==> src/rtl/store_rmw_if.sv <==
// Store request / data-memory bundle for store_rmw_ctrl.
// Signal suffixes follow the controller's point of view.
// STORE_RMW_NATIVE_BE_EN adds the mem_be_o byte-enable lane.
interface store_rmw_if #(
  parameter int unsigned ADDR_WIDTH = 12
);
  logic                  req_valid_i;
  logic                  req_ready_o;
  logic [31:0]           req_addr_i;
  logic [31:0]           req_data_i;
  logic [2:0]            req_funct3_i;
  logic                  done_o;
  logic                  err_o;
  logic [ADDR_WIDTH-1:0] mem_addr_o;
  logic                  mem_re_o;
  logic [31:0]           mem_rdata_i;
  logic                  mem_we_o;
  logic [31:0]           mem_wdata_o;
`ifdef STORE_RMW_NATIVE_BE_EN
  logic [3:0]            mem_be_o;
`endif

  // Controller side
  modport slave (
    input  req_valid_i, req_addr_i, req_data_i, req_funct3_i, mem_rdata_i,
    output req_ready_o, done_o, err_o, mem_addr_o, mem_re_o, mem_we_o, mem_wdata_o
`ifdef STORE_RMW_NATIVE_BE_EN
    , output mem_be_o
`endif
  );

  // Store issue logic / memory side
  modport master (
    output req_valid_i, req_addr_i, req_data_i, req_funct3_i, mem_rdata_i,
    input  req_ready_o, done_o, err_o, mem_addr_o, mem_re_o, mem_we_o, mem_wdata_o
`ifdef STORE_RMW_NATIVE_BE_EN
    , input mem_be_o
`endif
  );
endinterface

==> src/rtl/store_rmw_ctrl.sv <==
// Store controller: SB/SH/SW into a word-wide memory without byte enables.
// SW writes directly; SB/SH read the word, merge the lane(s), write it back.
// Misaligned or illegal requests pulse err_o and leave memory untouched.
// Define STORE_RMW_NATIVE_BE_EN for a memory with byte enables: every legal
// store then completes in one write cycle with mem_be_o selecting lanes.
module store_rmw_ctrl #(
  parameter int unsigned ADDR_WIDTH   = 12,
  parameter int unsigned READ_LATENCY = 1
) (
  input  logic       clk_i,
  input  logic       rst_i,
  store_rmw_if.slave bus
);
  localparam logic [2:0] F3_SB     = 3'b000;
  localparam logic [2:0] F3_SH     = 3'b001;
  localparam logic [2:0] F3_SW     = 3'b010;
  localparam logic [1:0] WAIT_LAST = 2'(READ_LATENCY - 1);

  typedef enum logic [2:0] {
    S_IDLE,
    S_READ,
    S_WAIT,
    S_WRITE,
    S_ERR
  } state_e;

  state_e                state_q, state_d;
  logic [ADDR_WIDTH-1:0] waddr_q, waddr_d;
  logic [1:0]            off_q, off_d;
  logic                  half_q, half_d;
  logic [15:0]           data_q, data_d;
  logic [31:0]           wdata_q, wdata_d;
  logic [1:0]            cnt_q, cnt_d;
`ifdef STORE_RMW_NATIVE_BE_EN
  logic [3:0]            be_q, be_d;
`endif

  logic [2:0] f3;
  logic [1:0] boff;
  logic       req_bad;
  logic       unused_addr_bits;

  assign f3               = bus.req_funct3_i;
  assign boff             = bus.req_addr_i[1:0];
  assign unused_addr_bits = ^bus.req_addr_i[31:ADDR_WIDTH+2];
  assign req_bad = !((f3 == F3_SB) ||
                     (f3 == F3_SH && !boff[0]) ||
                     (f3 == F3_SW && boff == 2'b00));

  // Replace the addressed byte or halfword of the read word.
  function automatic logic [31:0] merge(input logic [31:0] old, input logic [15:0] d,
                                        input logic is_half, input logic [1:0] off);
    logic [31:0] w;
    w = old;
    if (is_half) begin
      if (off[1]) w[31:16] = d;
      else        w[15:0]  = d;
    end else begin
      unique case (off)
        2'd0: w[7:0]   = d[7:0];
        2'd1: w[15:8]  = d[7:0];
        2'd2: w[23:16] = d[7:0];
        2'd3: w[31:24] = d[7:0];
      endcase
    end
    return w;
  endfunction

  // State and request registers; reset abandons any pending write.
  always_ff @(posedge clk_i) begin
    if (rst_i) begin
      state_q <= S_IDLE;
      waddr_q <= '0;
      off_q   <= '0;
      half_q  <= 1'b0;
      data_q  <= '0;
      wdata_q <= '0;
      cnt_q   <= '0;
`ifdef STORE_RMW_NATIVE_BE_EN
      be_q    <= '0;
`endif
    end else begin
      state_q <= state_d;
      waddr_q <= waddr_d;
      off_q   <= off_d;
      half_q  <= half_d;
      data_q  <= data_d;
      wdata_q <= wdata_d;
      cnt_q   <= cnt_d;
`ifdef STORE_RMW_NATIVE_BE_EN
      be_q    <= be_d;
`endif
    end
  end

  // Next-state logic: accept, read, wait for data and merge, write.
  always_comb begin
    state_d = state_q;
    waddr_d = waddr_q;
    off_d   = off_q;
    half_d  = half_q;
    data_d  = data_q;
    wdata_d = wdata_q;
    cnt_d   = cnt_q;
`ifdef STORE_RMW_NATIVE_BE_EN
    be_d    = be_q;
`endif
    unique case (state_q)
      S_IDLE: begin
        if (bus.req_valid_i) begin
          waddr_d = bus.req_addr_i[ADDR_WIDTH+1:2];
          off_d   = boff;
          half_d  = (f3 == F3_SH);
          data_d  = bus.req_data_i[15:0];
          wdata_d = bus.req_data_i;
          if (req_bad) begin
            state_d = S_ERR;
`ifdef STORE_RMW_NATIVE_BE_EN
          end else begin
            state_d = S_WRITE;
            if (f3 == F3_SB) begin
              wdata_d = {4{bus.req_data_i[7:0]}};
              be_d    = 4'b0001 << boff;
            end else if (f3 == F3_SH) begin
              wdata_d = {2{bus.req_data_i[15:0]}};
              be_d    = boff[1] ? 4'b1100 : 4'b0011;
            end else begin
              be_d    = 4'b1111;
            end
          end
`else
          end else if (f3 == F3_SW) begin
            state_d = S_WRITE;
          end else begin
            state_d = S_READ;
          end
`endif
        end
      end
      S_READ: begin
        cnt_d   = '0;
        state_d = S_WAIT;
      end
      S_WAIT: begin
        if (cnt_q == WAIT_LAST) begin
          wdata_d = merge(bus.mem_rdata_i, data_q, half_q, off_q);
          state_d = S_WRITE;
        end else begin
          cnt_d = cnt_q + 2'd1;
        end
      end
      S_WRITE: state_d = S_IDLE;
      S_ERR:   state_d = S_IDLE;
      default: state_d = S_IDLE;
    endcase
  end

  // Strobes and handshake decoded from the current state.
  always_comb begin
    bus.req_ready_o = (state_q == S_IDLE);
    bus.mem_re_o    = (state_q == S_READ);
    bus.mem_we_o    = (state_q == S_WRITE);
    bus.done_o      = (state_q == S_WRITE);
    bus.err_o       = (state_q == S_ERR);
  end

  assign bus.mem_addr_o  = waddr_q;
  assign bus.mem_wdata_o = wdata_q;
`ifdef STORE_RMW_NATIVE_BE_EN
  assign bus.mem_be_o    = (state_q == S_WRITE) ? be_q : 4'b0000;
`endif
endmodule

==> src/flat_wrapper.sv <==
// flat-port wrapper written by rule: the top's interface ports become plain ports
module store_rmw_ctrl_flat 
#(
  parameter int unsigned ADDR_WIDTH   = 12,
  parameter int unsigned READ_LATENCY = 1
)
  (clk_i, rst_i, bus_req_valid_i, bus_req_addr_i, bus_req_data_i, bus_req_funct3_i, bus_mem_rdata_i, bus_req_ready_o, bus_done_o, bus_err_o, bus_mem_addr_o, bus_mem_re_o, bus_mem_we_o, bus_mem_wdata_o);
  store_rmw_if #(.ADDR_WIDTH(ADDR_WIDTH)) bus_i ();
  input  logic clk_i;
  input  logic rst_i;
  input wire logic [$bits(bus_i.req_valid_i)-1:0] bus_req_valid_i;
  input wire logic [$bits(bus_i.req_addr_i)-1:0] bus_req_addr_i;
  input wire logic [$bits(bus_i.req_data_i)-1:0] bus_req_data_i;
  input wire logic [$bits(bus_i.req_funct3_i)-1:0] bus_req_funct3_i;
  input wire logic [$bits(bus_i.mem_rdata_i)-1:0] bus_mem_rdata_i;
  output wire logic [$bits(bus_i.req_ready_o)-1:0] bus_req_ready_o;
  output wire logic [$bits(bus_i.done_o)-1:0] bus_done_o;
  output wire logic [$bits(bus_i.err_o)-1:0] bus_err_o;
  output wire logic [$bits(bus_i.mem_addr_o)-1:0] bus_mem_addr_o;
  output wire logic [$bits(bus_i.mem_re_o)-1:0] bus_mem_re_o;
  output wire logic [$bits(bus_i.mem_we_o)-1:0] bus_mem_we_o;
  output wire logic [$bits(bus_i.mem_wdata_o)-1:0] bus_mem_wdata_o;
  assign bus_i.req_valid_i = bus_req_valid_i;
  assign bus_i.req_addr_i = bus_req_addr_i;
  assign bus_i.req_data_i = bus_req_data_i;
  assign bus_i.req_funct3_i = bus_req_funct3_i;
  assign bus_i.mem_rdata_i = bus_mem_rdata_i;
  assign bus_req_ready_o = bus_i.req_ready_o;
  assign bus_done_o = bus_i.done_o;
  assign bus_err_o = bus_i.err_o;
  assign bus_mem_addr_o = bus_i.mem_addr_o;
  assign bus_mem_re_o = bus_i.mem_re_o;
  assign bus_mem_we_o = bus_i.mem_we_o;
  assign bus_mem_wdata_o = bus_i.mem_wdata_o;
  store_rmw_ctrl #(.ADDR_WIDTH(ADDR_WIDTH), .READ_LATENCY(READ_LATENCY)) u_core (.clk_i(clk_i), .rst_i(rst_i), .bus(bus_i));
endmodule
==> config.mk <==
export PLATFORM = sky130hd
export DESIGN_NAME = store_rmw_ctrl_flat
export DESIGN_NICKNAME = d
export VERILOG_FILES = /design/src/rtl/store_rmw_if.sv /design/src/rtl/store_rmw_ctrl.sv /design/src/flat_wrapper.sv
export SDC_FILE = /design/constraint.sdc
export NUM_CORES = 1
export LEC_CHECK = 0
export BUFFER_PORTS_ARGS = -buffer_cell sky130_fd_sc_hd__buf_2
export CORE_UTILIZATION = 37
export DETAILED_ROUTE_END_ITERATION = 10
export PLACE_DENSITY = 0.65
export RECOVER_POWER = 25
export SYNTH_ARGS = -nofsm -noshare
export SYNTH_HDL_FRONTEND = slang
export SYNTH_SLANG_ARGS = --single-unit
==> constraint.sdc <==
create_clock -name clk_i -period 3.65 [get_ports clk_i]
set_input_delay 0.1825 -clock clk_i [delete_from_list [all_inputs] [get_ports clk_i]]
set_output_delay 0.1825 -clock clk_i [all_outputs]
set_load 0.02 [all_outputs]
==> impl_metrics.toml <==
[drt]
antenna_left = 0
drtIter0Drc = 202
route.detailed.drc = 0
wl_mm = 11.94
via_per_inst = 5.651
wl_per_cell_um = 16.73
vias = 4035
drt_pass1_iterations = 4

[timing]
fmax_ghz = 0.3837
worst_pin_slew_ns = 1.162
slew_headroom = 0.2254
setup_violations = 0
finalClockSkew_ns = 0.008609
finalCriticalPeriod_ns = 2.606
rsz0062_at_grt = "false"
finalHoldViolations = 0
drv_slew = 0
fin_crit_sh = 0.7141
tns_ns = 0

[power_and_ir_drop]
p_leak_nw = 1.734
intPower_mw = 1.238
comb_power_share = 0.265
powerDensity_nw_per_um2 = 417.3
peakVddDrop_mv = 0.2094
seq_power_share = 0.464
p_sw_mw = 0.6764
clkPwrFrac = 0.271
sw_frac_of_total = 0.3533

[clock_tree]
tritoncts = "yes"
cts_sinks = 68
hold_buffers = 0
cts_setup_buffers = 0
clk_pin_slew_ns = 0.07
htreeDepth = 3
cts_buffer_depth = 2
cts_resized = 0
cts_made_buffers = 9
clock-root-buffer = "clkbuf_8"
insertion_delay_ns = 0.35

[critical_path]
critical_path_class = "flip-flop to flip-flop"
cpMaxStageDelayCell = "nor2_2"
cp.arrival_ns = 2.88
cp-start-kind = "flip-flop"
required_ns = 3.92
cp-end-kind = "flip-flop"
max_stage_delay_ns = 0.89
crit_path_cell_trace = "nand2b_1 -> nor2_2 -> buf_4 -> nand3_1 -> a21oi_1"
crit_fanout = 24

[finish]
final_common_cell = "buf_2"
area_growth_pct = 19.41
finalNonFillerCells = 714
drive_above_1_share = 0.2672
most-common-layout-cells = "103 x buf_2, 80 x nand2_1, 66 x dfxtp_1"
finalNetCount = 681

[die]
dieArea_um2 = 10800
fp-row-count = 36
start_util = 0.3878
dieHeight_um = 103.9
fp.dieW_um = 103.9
ios = 151
core-area_um2 = 9910

[synthesis]
avgSynthCellArea_um2 = 8.055
ys_seq_area_frac = 0.3543
synth_seq_cells = 68
netlist_area_um2 = 3842
ys_warn_count = 0
syn-num-nets = 580
synth_cell_types = 43
syn_inst = 477

[run]
cap_violations = 0

[placement]
dp.final_hpwl_mm = 8.176
portBuffers = 132
dp_cells = 700
routabilityCongestion = 0.8040

[global_routing]
gr-total-overflow = 0
antenna_found_initial = 0
track_usage = 0.2275
grt_pass1_vias = 3873
grt_max_degree = 69
grt_pass1_wl_mm = 19.53

[run_status]
outcome = "finished clean"

[hold_path]
holdCritPathClass = "input port to flip-flop"
[cell usage after synthesis (all sizes together)]
| master | n | area, um^2 |
|---|---|---|
| nor2 | 40 | 157.6 |
| a2111oi | 1 | 8.760 |
| nand2b | 2 | 12.51 |
| and3b | 1 | 8.760 |
| a21oi | 48 | 289.0 |
| or3 | 16 | 100.1 |
| nor2b | 3 | 18.77 |
| a32o | 1 | 10.01 |
| mux2i | 32 | 320.3 |
| or2 | 3 | 18.77 |
| nand4bb | 1 | 11.26 |
| or3b | 1 | 8.760 |
| clkbuf | 23 | 87.58 |
| buf | 26 | 161.4 |
| nand2 | 80 | 300.3 |
| a22oi | 2 | 15.01 |
| nor3b | 2 | 15.01 |
| dfxtp | 68 | 1361 |
| o21a | 1 | 7.510 |
| and2 | 1 | 6.260 |
| nor3 | 3 | 15.01 |
| o21ai | 48 | 240.2 |
| mux2 | 16 | 180.2 |
| o31ai | 1 | 7.510 |
| inv | 3 | 11.26 |
| nand3 | 1 | 5.000 |
| o31a | 1 | 8.760 |
| o22a | 1 | 8.760 |
| o21bai | 1 | 7.510 |
| o2111ai | 16 | 140.1 |
| ha | 1 | 12.51 |
| nor4 | 1 | 6.260 |
| a311oi | 32 | 280.3 |
[metrics by stage]
stage	setup WS (ns)	instance area [um^2]	power, mW	hold slack (ns)	utilization
after floorplan	2.119	3842	1.245	0.2740	-
after global placement	1.168	4478	1.405	0.4225	0.4519
after detailed placement	1.091	4478	1.421	0.4275	0.4519
after CTS	1.068	4622	1.937	0.05925	0.4664
after global routing	0.7838	4586	2.028	0.05793	0.4628
final	1.044	4588	1.915	0.06988	0.4630
[power groups by stage]
| stage | Sequential [mW] | Combinational, mW | Clock, mW |
|---|---|---|---|
| detailed placement | 0.903 | 0.518 | 0 |
| floorplan | 0.945 | 0.300 | 0 |
| CTS | 0.886 | 0.520 | 0.531 |
| global placement | 0.898 | 0.507 | 0 |
| finish | 0.888 | 0.508 | 0.518 |
| global route | 0.898 | 0.564 | 0.566 |
[kinds of logic after synthesis]
kind of cell	after synthesis	synth area share
and+or+nand+nor	155	0.1781
buffers and inverters	52	0.06773
muxes	48	0.1303
DFF	68	0.3543
AOI/OAI and AO/OA	153	0.2664
adders and majority gates	1	0.003256
[state kept, by name, summed over array words and instances (netlist names)]
name                    cells
u_core.half_q               1
u_core.state_q              3
u_core.data_q              16
u_core.off_q                2
u_core.bus.mem_wdata_o     32
u_core.bus.mem_addr_o      12
u_core.cnt_q                2
[final cells by class]
| class | count | area [um^2] |
|---|---|---|
| Multi-Input combinational cell | 357 | 2223 |
| Fill cell | 1041 | 5321 |
| Timing Repair Buffer | 139 | 676.9 |
| Clock buffer | 9 | 123.9 |
| Clock inverter | 4 | 20.02 |
| Inverter | 3 | 11.26 |
| Antenna cell | 1 | 2.502 |
| Sequential cell | 68 | 1364 |
| Tap cell | 133 | 166.4 |
[worst paths after layout]
kind,startpoint,end,slack [ns],cells after the start
worst max-delay path,u_core.state_q[1],u_core.half_q,1.04,5
worst min-delay path,bus_req_addr_i[8],u_core.bus.mem_addr_o[6],0.07,3
worst max register to register,u_core.state_q[1],u_core.half_q,1.04,5
worst min register to register,u_core.bus.mem_addr_o[2],u_core.bus.mem_addr_o[2],0.46,2
[worst max-delay path: cells and delay by family, from the launching register on]
kind | cells | cell delay, ns
simple gates | 3 | 1.65
buf+inv | 1 | 0.33
flops | 1 | 0.42
compound gates | 1 | 0.13
[routing by layer]
| metal | vias to the layer above | global-route usage | part of all wire | wire (um) |
|---|---|---|---|---|
| met1 | 1908 | 0.2797 | 0.44 | 5210 |
| met5 | - | 0 | 0 | 0 |
| met4 | 0 | 0.08469 | 0.024 | 290 |
| li1 | 1934 | - | - | - |
| met2 | 170 | 0.3824 | 0.46 | 5525 |
| met3 | 23 | 0.05702 | 0.077 | 915 |
Power figures use the tool's default switching activity.
